## src/rtl/alu_seq.sv

```systemverilog
// Sequential ALU with a valid/ready handshake, registered Z/N/C/V flags and
// multi-cycle shifts/rotates (one bit per cycle).
//
// state | meaning
// IDLE  | waiting for an op; in_ready follows CE
// SHIFT | operands captured; shifting while cnt>0, evaluates when cnt==0
// DONE  | result and flags held, out_valid=1 until out_ready
module alu_seq #(
  parameter int SIZE = 8,
  parameter int SHW  = $clog2(SIZE)
) (
  input  logic            clk,
  input  logic            rst,
  input  logic            CE,
  input  logic            in_valid,
  output logic            in_ready,
  input  logic [3:0]      OP_CODE,
  input  logic [SIZE-1:0] left_operand,
  input  logic [SIZE-1:0] right_operand,
  input  logic            carry_in,
  output logic            out_valid,
  input  logic            out_ready,
  output logic [SIZE-1:0] op_out,
  output logic            carry_out,
  output logic            zero_out,
  output logic            neg_out,
  output logic            ovf_out,
  output logic            busy
);

  localparam int M = SIZE - 1;
  localparam logic [SHW-1:0] CNT_ONE = {{(SHW-1){1'b0}}, 1'b1};

  typedef enum logic [1:0] {IDLE = 2'd0, SHIFT = 2'd1, DONE = 2'd2} state_t;

  state_t          state_q, state_d;
  logic [3:0]      op_q, op_d;
  logic [SIZE-1:0] work_q, work_d, r_q, r_d, res_q, res_d;
  logic [SHW-1:0]  cnt_q, cnt_d;
  logic            cin_q, cin_d, cbit_q, cbit_d;
  logic            c_q, c_d, z_q, z_d, n_q, n_d, v_q, v_d;

  logic            accept, is_shift, r_msb;
  logic [SIZE:0]   l_x, r_x, cin_x, one_x, ext;
  logic [SIZE-1:0] alu_res;
  logic            alu_c, alu_v;

  assign in_ready  = (state_q == IDLE) & CE;
  assign accept    = in_valid & in_ready;
  assign is_shift  = (OP_CODE[3:2] == 2'b11);
  assign out_valid = (state_q == DONE);
  assign busy      = (state_q != IDLE);
  assign op_out    = res_q;
  assign carry_out = c_q;
  assign zero_out  = z_q;
  assign neg_out   = n_q;
  assign ovf_out   = v_q;

  // work_q doubles as operand L; for shift ops it already holds the shifted value
  always_comb begin
    l_x   = {1'b0, work_q};
    r_x   = {1'b0, r_q};
    cin_x = {{SIZE{1'b0}}, cin_q};
    one_x = {{SIZE{1'b0}}, 1'b1};
    ext   = l_x;
    alu_c = 1'b0;
    alu_v = 1'b0;
    case (op_q)
      4'h0:    ext = l_x + r_x;
      4'h1:    ext = l_x + r_x + cin_x;
      4'h2:    ext = l_x - r_x;
      4'h3:    ext = l_x - r_x - cin_x;
      4'h4:    ext = l_x & r_x;
      4'h5:    ext = l_x | r_x;
      4'h6:    ext = l_x ^ r_x;
      4'h7:    ext = {1'b0, ~work_q};
      4'h8:    ext = r_x;
      4'hA:    ext = l_x + one_x;
      4'hB:    ext = l_x - one_x;
      default: ext = l_x;
    endcase
    alu_res = ext[SIZE-1:0];
    // INC/DEC behave as add/sub of a positive constant, so its sign bit is 0
    r_msb = op_q[3] ? 1'b0 : r_q[M];
    case (op_q)
      4'h0, 4'h1, 4'hA: begin
        alu_c = ext[SIZE];
        alu_v = (work_q[M] == r_msb) & (alu_res[M] != work_q[M]);
      end
      4'h2, 4'h3, 4'hB: begin
        alu_c = ext[SIZE];
        alu_v = (work_q[M] != r_msb) & (alu_res[M] != work_q[M]);
      end
      4'hC, 4'hD, 4'hE, 4'hF: alu_c = cbit_q;
      default: ;
    endcase
  end

  always_comb begin
    state_d = state_q;
    op_d    = op_q;
    work_d  = work_q;
    r_d     = r_q;
    cin_d   = cin_q;
    cnt_d   = cnt_q;
    cbit_d  = cbit_q;
    res_d   = res_q;
    c_d     = c_q;
    z_d     = z_q;
    n_d     = n_q;
    v_d     = v_q;
    case (state_q)
      IDLE: begin
        if (accept) begin
          op_d    = OP_CODE;
          work_d  = left_operand;
          r_d     = right_operand;
          cin_d   = carry_in;
          cbit_d  = 1'b0;
          cnt_d   = is_shift ? right_operand[SHW-1:0] : '0;
          state_d = SHIFT;
        end
      end
      SHIFT: begin
        if (cnt_q != '0) begin
          cnt_d = cnt_q - CNT_ONE;
          case (op_q[1:0])
            2'b00: begin cbit_d = work_q[M]; work_d = {work_q[SIZE-2:0], 1'b0};      end
            2'b01: begin cbit_d = work_q[0]; work_d = {1'b0, work_q[SIZE-1:1]};      end
            2'b10: begin cbit_d = work_q[M]; work_d = {work_q[SIZE-2:0], work_q[M]}; end
            default: begin cbit_d = work_q[0]; work_d = {work_q[0], work_q[SIZE-1:1]}; end
          endcase
        end else begin
          res_d   = alu_res;
          c_d     = alu_c;
          v_d     = alu_v;
          z_d     = (alu_res == '0);
          n_d     = alu_res[M];
          state_d = DONE;
        end
      end
      DONE: begin
        if (out_ready) state_d = IDLE;
      end
      default: state_d = IDLE;
    endcase
  end

  always_ff @(posedge clk or posedge rst) begin
    if (rst) begin
      state_q <= IDLE;
      op_q    <= '0;
      work_q  <= '0;
      r_q     <= '0;
      cin_q   <= 1'b0;
      cnt_q   <= '0;
      cbit_q  <= 1'b0;
      res_q   <= '0;
      c_q     <= 1'b0;
      z_q     <= 1'b0;
      n_q     <= 1'b0;
      v_q     <= 1'b0;
    end else if (CE) begin
      state_q <= state_d;
      op_q    <= op_d;
      work_q  <= work_d;
      r_q     <= r_d;
      cin_q   <= cin_d;
      cnt_q   <= cnt_d;
      cbit_q  <= cbit_d;
      res_q   <= res_d;
      c_q     <= c_d;
      z_q     <= z_d;
      n_q     <= n_d;
      v_q     <= v_d;
    end
  end

endmodule

```

## config.mk

```make
export PLATFORM = sky130hd
export DESIGN_NAME = alu_seq
export DESIGN_NICKNAME = d
export VERILOG_FILES = /design/src/rtl/alu_seq.sv
export SDC_FILE = /design/constraint.sdc
export NUM_CORES = 1
export LEC_CHECK = 0
export BUFFER_PORTS_ARGS = -buffer_cell sky130_fd_sc_hd__buf_2
export CAP_MARGIN = 20
export CORE_MARGIN = 10
export CORE_UTILIZATION = 60
export DETAILED_ROUTE_END_ITERATION = 7
export GPL_ROUTABILITY_DRIVEN = 0
export PLACE_DENSITY = 0.81
export SLEW_MARGIN = 10
export SYNTH_ARGS = -nofsm -noshare
export SYNTH_HDL_FRONTEND = slang
export SYNTH_SLANG_ARGS = --single-unit
```

## constraint.sdc

```tcl
create_clock -name clk -period 6.01 [get_ports clk]
set_clock_uncertainty 0.15 [all_clocks]
set_input_delay 1.202 -clock clk [delete_from_list [all_inputs] [get_ports clk]]
set_output_delay 1.202 -clock clk [all_outputs]
set_load 0.01 [all_outputs]
```

==> flow_summary_export.csv, run 1 <==
group,metric,value,unit
outcome,outcome,"complete, no violations",
worst_setup_path,crit_path_max_fanout,27,
synthesis,synth.area.mux_share,3.91,%
detailed_routing,drt-total-wl,12500,um
worst_setup_path,crit_top_cell,"nand3_1",
worst_setup_path,arrival,4.39,ns
synthesis,synth_top_area_share,22.7,%
timing,fmaxAchievable,0.232,GHz
synthesis,synth_edf_count,0,
cells_and_area,syn2layout_area_growth,6.99,%
global_routing,grt_pass1_vias,4054,
worst_setup_path,required,6.08,ns
synthesis,synth_compound_area_share,26.9,%
synthesis,synthCells,524,
die,start_util,61.7,%
clock_network,cts_resized,0,
worst_setup_path,slowest_stage,"dfrtp_1",
die,ios,41,
global_routing,overflow,0,
global_routing,track_usage,22.6,%
detailed_routing,vias,4266,
timing,rsz0062_at_grt,"false",
detailed_routing,route.detailed.drc,0,
die,dieArea,10700,um2
timing,layout_min_cycle_time,4.31,ns
cells_and_area,instances_no_fill,643,
clock_network,cts_buffer_depth,2,
timing,tns,0,ns
synthesis,synth_area_leaders,"dfrtp_1 (23%), ha_1 (11%), nand2_1 (5.6%), o21ai_0 (5.0%), a21oi_1 (3.7%)",
worst_setup_path,reg2reg_depth,12,
worst_setup_path,cpPeakStageDelay,0.90,ns
synthesis,ys_warn_count,0,
timing,tightest_slew,1.17,ns
worst_setup_path,r2r_slack,1.70,ns
clock_network,clk_pin_slew,0.07,ns
detailed_routing,drtPass1Iterations,5,
timing,slew_violations,0,
place,dp.cells,635,
detailed_routing,wl_per_cell,19.4,um
timing,setup_viol,0,
place,hpwl,9580,um
synthesis,synth_most_common_cell,"nand2_1",
place,io_buffers,40,
synthesis,synth-adder-area-share,12.5,%
clock_network,post_cts_buffers,0,
clock_network,clock-sinks,38,
clock_network,cts_hold_repair.buffers,0,
clock_network,cts_htree_levels,2,
clock_network,clkLatencyLatePin,0.29,ns
synthesis,ys_top_cells_by_count,"nand2_1 (62), o21ai_0 (42), dfrtp_1 (38), nor2_1 (38), ha_1 (37)",
worst_setup_path,path_cells,"nor2b_1 -> nand3_1 -> inv_1 -> ha_1 -> and3_1 -> o21ai_0 -> a32oi_1 -> mux2i_1 -> a2111oi_4 -> o211ai_2 -> or3_1 -> nand3_1",
synthesis,synthArstFlopShare,100,%
synthesis,avgSynthCellArea,7.99,um2
worst_setup_path,r2r_start,"op_q[1]",
cells_and_area,drive_above_1_share,14.3,%
synthesis,synthXorXnorAreaFrac,4.18,%
cells_and_area,fill_cells,587,
synthesis,ys.flop_type,"dfrtp_1",
synthesis,yosysTopAreaCell,"dfrtp_1",
detailed_routing,dr.first_iter.drc_count,432,
hold_path,hold_path.class,"reg -> reg",
global_routing,antenna_found_initial,0,
synthesis,synth_top_family_by_area,"compound AO/OA/AOI/OAI gates",
timing,max_slew_margin,21.0,%
cells_and_area,final_nets,612,
clock_network,cts_tree,"yes",
synthesis,syn_area,4190,um2
worst_setup_path,crit_family,"simple AND/OR/NAND/NOR gates",
die,die_w,104,um
worst_setup_path,r2r-end,"ovf_out",
synthesis,yosys.area_share.simple,23.8,%
die,core_area,6790,um2
timing,finalHoldViolCount,0,
cells_and_area,antennaDiodeCount,0,
global_routing,grt_pass1_wl,20700,um
worst_setup_path,worstSetupEndpoint,"ovf_out",
worst_setup_path,crit_path_end_kind,"flip-flop",
worst_setup_path,path_depth,12,
timing,hold_slack,0.328,ns
die,die_h,104,um
worst_setup_path,crit_type,"reg -> reg",
worst_setup_path,crit_path_start,"op_q[1]",
synthesis,ys_ff_latch,38,
clock_network,numCtsBuffers,5,
worst_setup_path,start_kind,"flip-flop",
flow_run,max_cap_violations,0,
detailed_routing,vias_per_cell,6.63,
synthesis,syn_nets,590,
global_routing,grt_max_degree,57,
synthesis,synth_seq_area_share,22.7,%
timing,period_share,71.7,%
cells_and_area,final_core_util,66.0,%
worst_setup_path,worst-path-buf-inv,1,
synthesis,synth_cell_types,78,
clock_network,clockRootBuffer,"clkbuf_8",
die,core.rowCount,30,
detailed_routing,antenna_left,0,
==> registers in the layout (all words and copies together), names as in the netlist <==
signal	count
r_q	8
op_q	4
ovf_out	1
cin_q	1
op_out	8
carry_out	1
cbit_q	1
cnt_q	3
state_q	2
work_q	8
zero_out	1
==> cells by family after synthesis <==
family / after synthesis
flip-flops: 38
AO/OA/AOI/OAI: 163
AND/OR/NAND/NOR: 191
adder cells (fa/ha/maj): 40
XOR/XNOR: 20
multiplexers: 14
buffers and inverters: 58
==> how the worst min path moves through the flow <==
| stage | from | endpoint | slack, ns | depth (start not counted) |
|---|---|---|---|---|
| 4_1_cts | op_out[0] | op_out[0] | 0.33 | 2 |
| 6_report | op_out[0] | op_out[0] | 0.33 | 2 |
| 2_1_floorplan | cbit_q | cbit_q | 0.30 | 2 |
| 3_3_place_gp | op_out[3] | op_out[3] | 0.31 | 2 |
| 5_1_grt | op_out[5] | op_out[5] | 0.37 | 2 |
| 3_5_place_dp | op_out[0] | op_out[0] | 0.31 | 2 |
==> cell type report <==
type | count | area, um2 | area share, %
clock inverters | 1 | 5.00 | 0.112
inverters | 30 | 113 | 2.51
flip-flops and latches | 38 | 951 | 21.2
multi-input cells | 428 | 2980 | 66.6
well taps | 96 | 120 | 2.68
clock buffers | 7 | 86.3 | 1.93
repair buffers | 43 | 223 | 4.97
==> tightest hold or removal path, delay by kind of cell, from the launching register on <==
kind             cells  cell delay [ns]
flip-flops           1             0.35
AND/OR/NAND/NOR      2             0.10
==> cell usage in the layout, fill, tap and decap left out, types with 7 or more instances in the layout <==
master | Yosys | final
nand2_1 | 62 | 62
o21ai_0 | 42 | 42
buf_2 | 8 | 40
nor2_1 | 38 | 38
dfrtp_1 | 38 | 38
ha_1 | 37 | 37
a21oi_1 | 31 | 31
inv_1 | 29 | 29
o211ai_1 | 14 | 14
nand2b_1 | 12 | 12
xnor2_1 | 11 | 11
nand3_1 | 10 | 10
xor2_1 | 9 | 9
and3_1 | 9 | 9
nor2b_1 | 7 | 7
mux2i_1 | 7 | 7
==> through the flow <==
step                      setup WS (ns)  cell area [um2]
after global placement             2.09             4390
final                              1.70             4480
after global routing               1.40             4480
after floorplan                    2.65             4190
after detailed placement           1.82             4390
after CTS                          1.80             4480
==> routing by layer <==
metal	track usage, %	vias to the layer above	share of wire, %
li1	-	1960	-
met1	28.6	1998	42
met2	36.6	250	46
met3	4.52	58	8.3
met4	9.48	0	4.4
met5	0	-	0
Power of run 1 is not shown: default switching activity piles up to over one toggle a cycle in this logic, so the estimate is an artifact.
==> inputs of run 2 (changes only) <==
- ABC_AREA: not set -> 1
- clock period: 6.01 -> 4 ns (I/O delays scaled with it)
==> flow_summary_export.csv, run 2 <==
group,metric,value,unit
global_routing,track_usage,25.4,%
global_routing,grt_max_degree,30,
worst_setup_path,start_kind,"flip-flop",
synthesis,yosysTopAreaCell,"dfrtp_1",
outcome,outcome,"complete, no violations",
die,dieArea,10700,um2
clock_network,clockRootBuffer,"clkbuf_8",
cells_and_area,final_cell_mix,"nand2_1 (193), inv_1 (82), nand3_1 (73), nor2_1 (71), o21ai_0 (48)",
timing,fmaxAchievable,0.286,GHz
timing,tightest_slew,0.650,ns
worst_setup_path,crit_path_max_fanout,21,
clock_network,clkLatencyLatePin,0.30,ns
synthesis,ys.flop_type,"dfrtp_1",
clock_network,cts_hold_repair.buffers,0,
synthesis,synth_cell_types,33,
worst_setup_path,crit_family,"simple AND/OR/NAND/NOR gates",
timing,slew_violations,0,
global_routing,grt_pass1_wl,21500,um
synthesis,synthCells,684,
worst_setup_path,cpPeakStageDelay,0.72,ns
worst_setup_path,crit_top_cell,"nor2_1",
worst_setup_path,required,4.05,ns
flow_run,max_cap_violations,0,
place,hpwl,10700,um
cells_and_area,antennaDiodeCount,0,
worst_setup_path,crit_type,"reg -> reg",
cells_and_area,drive_above_1_share,11.0,%
worst_setup_path,arrival,3.54,ns
timing,finalHoldViolCount,0,
worst_setup_path,worst-path-buf-inv,2,
detailed_routing,antenna_left,0,
synthesis,syn_nets,750,
synthesis,syn_area,4180,um2
synthesis,synth_top_area_share,22.7,%
timing,max_slew_margin,56.5,%
cells_and_area,fill_cells,633,
clock_network,clk_pin_slew,0.09,ns
worst_setup_path,slowest_stage,"dfrtp_1",
synthesis,ys_top_cells_by_count,"nand2_1 (193), inv_1 (82), nand3_1 (73)",
die,core.rowCount,30,
worst_setup_path,crit_path_end_kind,"flip-flop",
timing,setup_viol,0,
timing,tns,0,ns
synthesis,synth_edf_count,0,
place,io_buffers,40,
clock_network,post_cts_buffers,0,
synthesis,ys_ff_latch,38,
synthesis,synth_seq_area_share,22.7,%
place,placed_cell_area,4430,um2
clock_network,cts_tree,"yes",
clock_network,numCtsBuffers,5,
detailed_routing,vias,4871,
hold_path,hold_path.class,"reg -> reg",
detailed_routing,drtPass1Iterations,7,
detailed_routing,route.detailed.drc,0,
synthesis,synth_most_common_cell,"nand2_1",
die,core_area,6790,um2
detailed_routing,dr.first_iter.drc_count,661,
global_routing,antenna_found_initial,0,
global_routing,grt_pass1_vias,4446,
global_routing,overflow,0,
detailed_routing,wl_per_cell,16.4,um
synthesis,avgSynthCellArea,6.12,um2
cells_and_area,multi_input_area,2800,um2
detailed_routing,vias_per_cell,5.98,
cells_and_area,final_core_util,67.6,%
die,die_w,103,um
clock_network,cts_htree_levels,2,
worst_setup_path,path_cells,"nand2_1 -> nor2_1 -> inv_1 -> fa_1 -> inv_1 -> nand3_1 -> nand2_1 -> nand4_1 -> o211ai_1 -> a21oi_1 -> o21ai_0 -> nand4_1 -> nor2_1 -> nor2_1",
die,ios,41,
clock_network,clock-sinks,38,
cells_and_area,layout_commonest_cell,"nand2_1",
synthesis,ys_warn_count,0,
clock_network,cts_buffer_depth,2,
timing,period_share,87.3,%
synthesis,synth_area_leaders,"dfrtp_1 (23%), nand2_1 (17%), ha_1 (11%), nand3_1 (8.7%), inv_1 (7.4%)",
detailed_routing,drt-total-wl,13400,um
timing,hold_slack,0.333,ns
cells_and_area,final_nets,784,
cells_and_area,regArea,951,um2
clock_network,cts_resized,0,
cells_and_area,syn2layout_area_growth,9.78,%
die,die_h,103,um
synthesis,synthArstFlopShare,100,%
cells_and_area,final_area,4590,um2
timing,layout_min_cycle_time,3.49,ns
timing,rsz0062_at_grt,"false",
die,start_util,61.6,%
## run 2: cell count changes after synthesis, sizes merged, moves of 12 or more
cell,change
o211ai,-14
nand3,+63
nand2b,-12
inv,+61
nor2,+42
nand2,+136
nand4,+16
## run 2: metrics by stage
stage	setup slack (ns)	cells
6_report	0.506	815
5_1_grt	0.264	815
4_1_cts	0.596	814
3_5_place_dp	0.615	806
3_3_place_gp	0.735	806
2_1_floorplan	1.40	684
## run 2: final cells by class
| cell class | count | area share [%] |
|---|---|---|
| clock buffer | 5 | 1.50 |
| clock inverter | 3 | 1.50 |
| inverter | 91 | 7.44 |
| multi-input combinational | 539 | 61.0 |
| sequential | 38 | 20.7 |
| tap | 96 | 2.62 |
| timing repair buffer | 43 | 5.29 |
## run 2: kinds of logic (layout without fill, tap and decap cells)
| group | after synthesis | in the layout | share of synthesized area [%] |
|---|---|---|---|
| muxes | 1 | 1 | 0.269 |
| xor gates and xnor gates | 1 | 1 | 0.209 |
| buffers and inverters | 107 | 142 | 10.4 |
| adders and majority gates | 40 | 40 | 12.5 |
| and+or+nand+nor | 381 | 381 | 39.0 |
| DFF | 38 | 38 | 22.7 |
| AOI/OAI and AO/OA | 116 | 116 | 14.9 |
## run 2: worst reg2reg max path, delay by kind of cell, from the launching register on
kind                     cells  cell delay [ns]
AND/OR/NAND/NOR              8             1.51
flip-flops                   1             0.72
adder cells (fa/ha/maj)      1             0.39
AO/OA/AOI/OAI                3             0.39
buffers and inverters        2             0.24
## run 2: layer usage
layer | track usage [%] | share of wire, % | vias up
met2 | 40.1 | 45 | 319
met5 | 0 | 0 | -
met3 | 5.25 | 12 | 63
li1 | - | - | 2312
met4 | 11.8 | 4.3 | 0
met1 | 32.4 | 39 | 2177
## run 2: path summary, 6_finish.rpt
kind / startpoint / end / slack, ns / cells after the start
setup / recovery: op_q[0] / carry_out / 0.51 / 14
hold reg to reg: zero_out / zero_out / 0.33 / 2
min in group asynchronous: rst / op_out[2] / 0.34 / 2
max in group asynchronous: rst / r_q[7] / 2.69 / 4
setup reg to reg: op_q[0] / carry_out / 0.51 / 14
hold / removal: zero_out / zero_out / 0.33 / 2
Power of run 2 is left out for the same reason.
==> inputs of run 3 (changes only) <==
- RECOVER_POWER: not set -> 25
==> flow_summary_export.csv, run 3 (same netlist as run 2, synthesis figures left out) <==
group,metric,value,unit
die,core_area,6790,um2
detailed_routing,route.detailed.drc,0,
clock_network,clk_pin_slew,0.09,ns
timing,fmaxAchievable,0.283,GHz
die,dieArea,10700,um2
timing,tns,0,ns
worst_setup_path,crit_path_max_fanout,21,
worst_setup_path,path_cells,"nand2_1 -> nor2_1 -> ha_1 -> a21oi_1 -> o21a_1 -> nand2_1 -> nand2_1 -> nand2_1 -> o21ai_0 -> nor2_1 -> nand3_1 -> nand2_1 -> nand2_1 -> nand3_1 -> nand2_1",
die,core.rowCount,30,
global_routing,antenna_found_initial,0,
worst_setup_path,crit_path_end_kind,"flip-flop",
clock_network,clock-sinks,38,
cells_and_area,final_cell_mix,"nand2_1 (193), inv_1 (82), nand3_1 (73), nor2_1 (71), o21ai_0 (48)",
flow_run,max_cap_violations,0,
detailed_routing,dr.first_iter.drc_count,742,
place,dp.cells,806,
worst_setup_path,slowest_stage,"dfrtp_1",
die,die_h,103,um
cells_and_area,antennaDiodeCount,0,
global_routing,grt_pass1_vias,4446,
hold_path,hold_path.class,"in -> async",
clock_network,clockRootBuffer,"clkbuf_8",
detailed_routing,drt-total-wl,13300,um
cells_and_area,syn2layout_area_growth,9.21,%
worst_setup_path,crit_type,"reg -> reg",
clock_network,cts_resized,0,
timing,finalHoldViolCount,0,
timing,setup_viol,0,
worst_setup_path,start_kind,"flip-flop",
global_routing,grt_max_degree,30,
timing,rsz0062_at_grt,"false",
global_routing,track_usage,25.4,%
detailed_routing,vias_per_cell,5.89,
worst_setup_path,cpPeakStageDelay,0.73,ns
timing,max_slew_margin,28.2,%
worst_setup_path,arrival,3.64,ns
clock_network,cts_hold_repair.buffers,0,
worst_setup_path,worst-path-buf-inv,0,
clock_network,clkLatencyLatePin,0.31,ns
outcome,outcome,"complete, no violations",
timing,layout_min_cycle_time,3.53,ns
detailed_routing,drtPass1Iterations,8,
die,start_util,61.6,%
die,die_w,103,um
place,hpwl,10700,um
place,io_buffers,40,
cells_and_area,final_nets,784,
timing,tightest_slew,1.08,ns
clock_network,numCtsBuffers,5,
timing,slew_violations,0,
clock_network,cts_tree,"yes",
global_routing,grt_pass1_wl,21500,um
detailed_routing,antenna_left,0,
clock_network,post_cts_buffers,0,
detailed_routing,vias,4798,
worst_setup_path,required,4.10,ns
die,ios,41,
clock_network,cts_buffer_depth,2,
detailed_routing,wl_per_cell,16.4,um
timing,period_share,88.3,%
clock_network,cts_htree_levels,2,
worst_setup_path,crit_family,"simple AND/OR/NAND/NOR gates",
cells_and_area,layout_commonest_cell,"nand2_1",
cells_and_area,drive_above_1_share,10.8,%
worst_setup_path,crit_top_cell,"nand2_1",
global_routing,overflow,0,
cells_and_area,instances_no_fill,815,
-- run 3: cell types whose count changed in the layout (fill, tap and decap cells not counted), sizes merged --
cell / delta
clkbuf: +1
buf: -1
-- run 3: routing by layer --
| metal | track usage [%] | vias to the layer above | part of all wire, % |
|---|---|---|---|
| li1 | - | 2306 | - |
| met2 | 40.1 | 290 | 45 |
| met3 | 5.25 | 51 | 12 |
| met5 | 0 | - | 0 |
| met1 | 32.4 | 2151 | 39 |
| met4 | 11.8 | 0 | 3.9 |
-- run 3: path summary, 6_finish.rpt --
| kind | startpoint | end | slack (ns) | cells after the start |
|---|---|---|---|---|
| setup reg to reg | op_q[0] | ovf_out | 0.47 | 15 |
| hold reg to reg | zero_out | zero_out | 0.33 | 2 |
| setup / recovery | op_q[0] | ovf_out | 0.47 | 15 |
| min in group clk | zero_out | zero_out | 0.33 | 2 |
| max in group asynchronous | rst | r_q[7] | 2.00 | 4 |
| hold / removal | rst | op_out[2] | 0.30 | 2 |
-- run 3: layout make-up --
cell class,count,area (um2)
Multi-Input combinational cell,539,2800
Inverter,91,342
Clock buffer,5,68.8
Fill cell,637,2230
Tap cell,96,120
Sequential cell,38,951
Timing Repair Buffer,43,219
Clock inverter,3,68.8
-- run 3: through the flow --
stage / worst slack [ns] / hold WS, ns / cell area [um2] / utilization (%)
2_1_floorplan: 1.40 / 0.328 / 4180 / -
3_3_place_gp: 0.735 / 0.312 / 4430 / 65.2
3_5_place_dp: 0.615 / 0.313 / 4430 / 65.2
4_1_cts: 0.596 / 0.334 / 4560 / 67.2
5_1_grt: 0.264 / 0.339 / 4570 / 67.2
6_report: 0.468 / 0.296 / 4570 / 67.2
Power of run 3 is left out for the same reason.
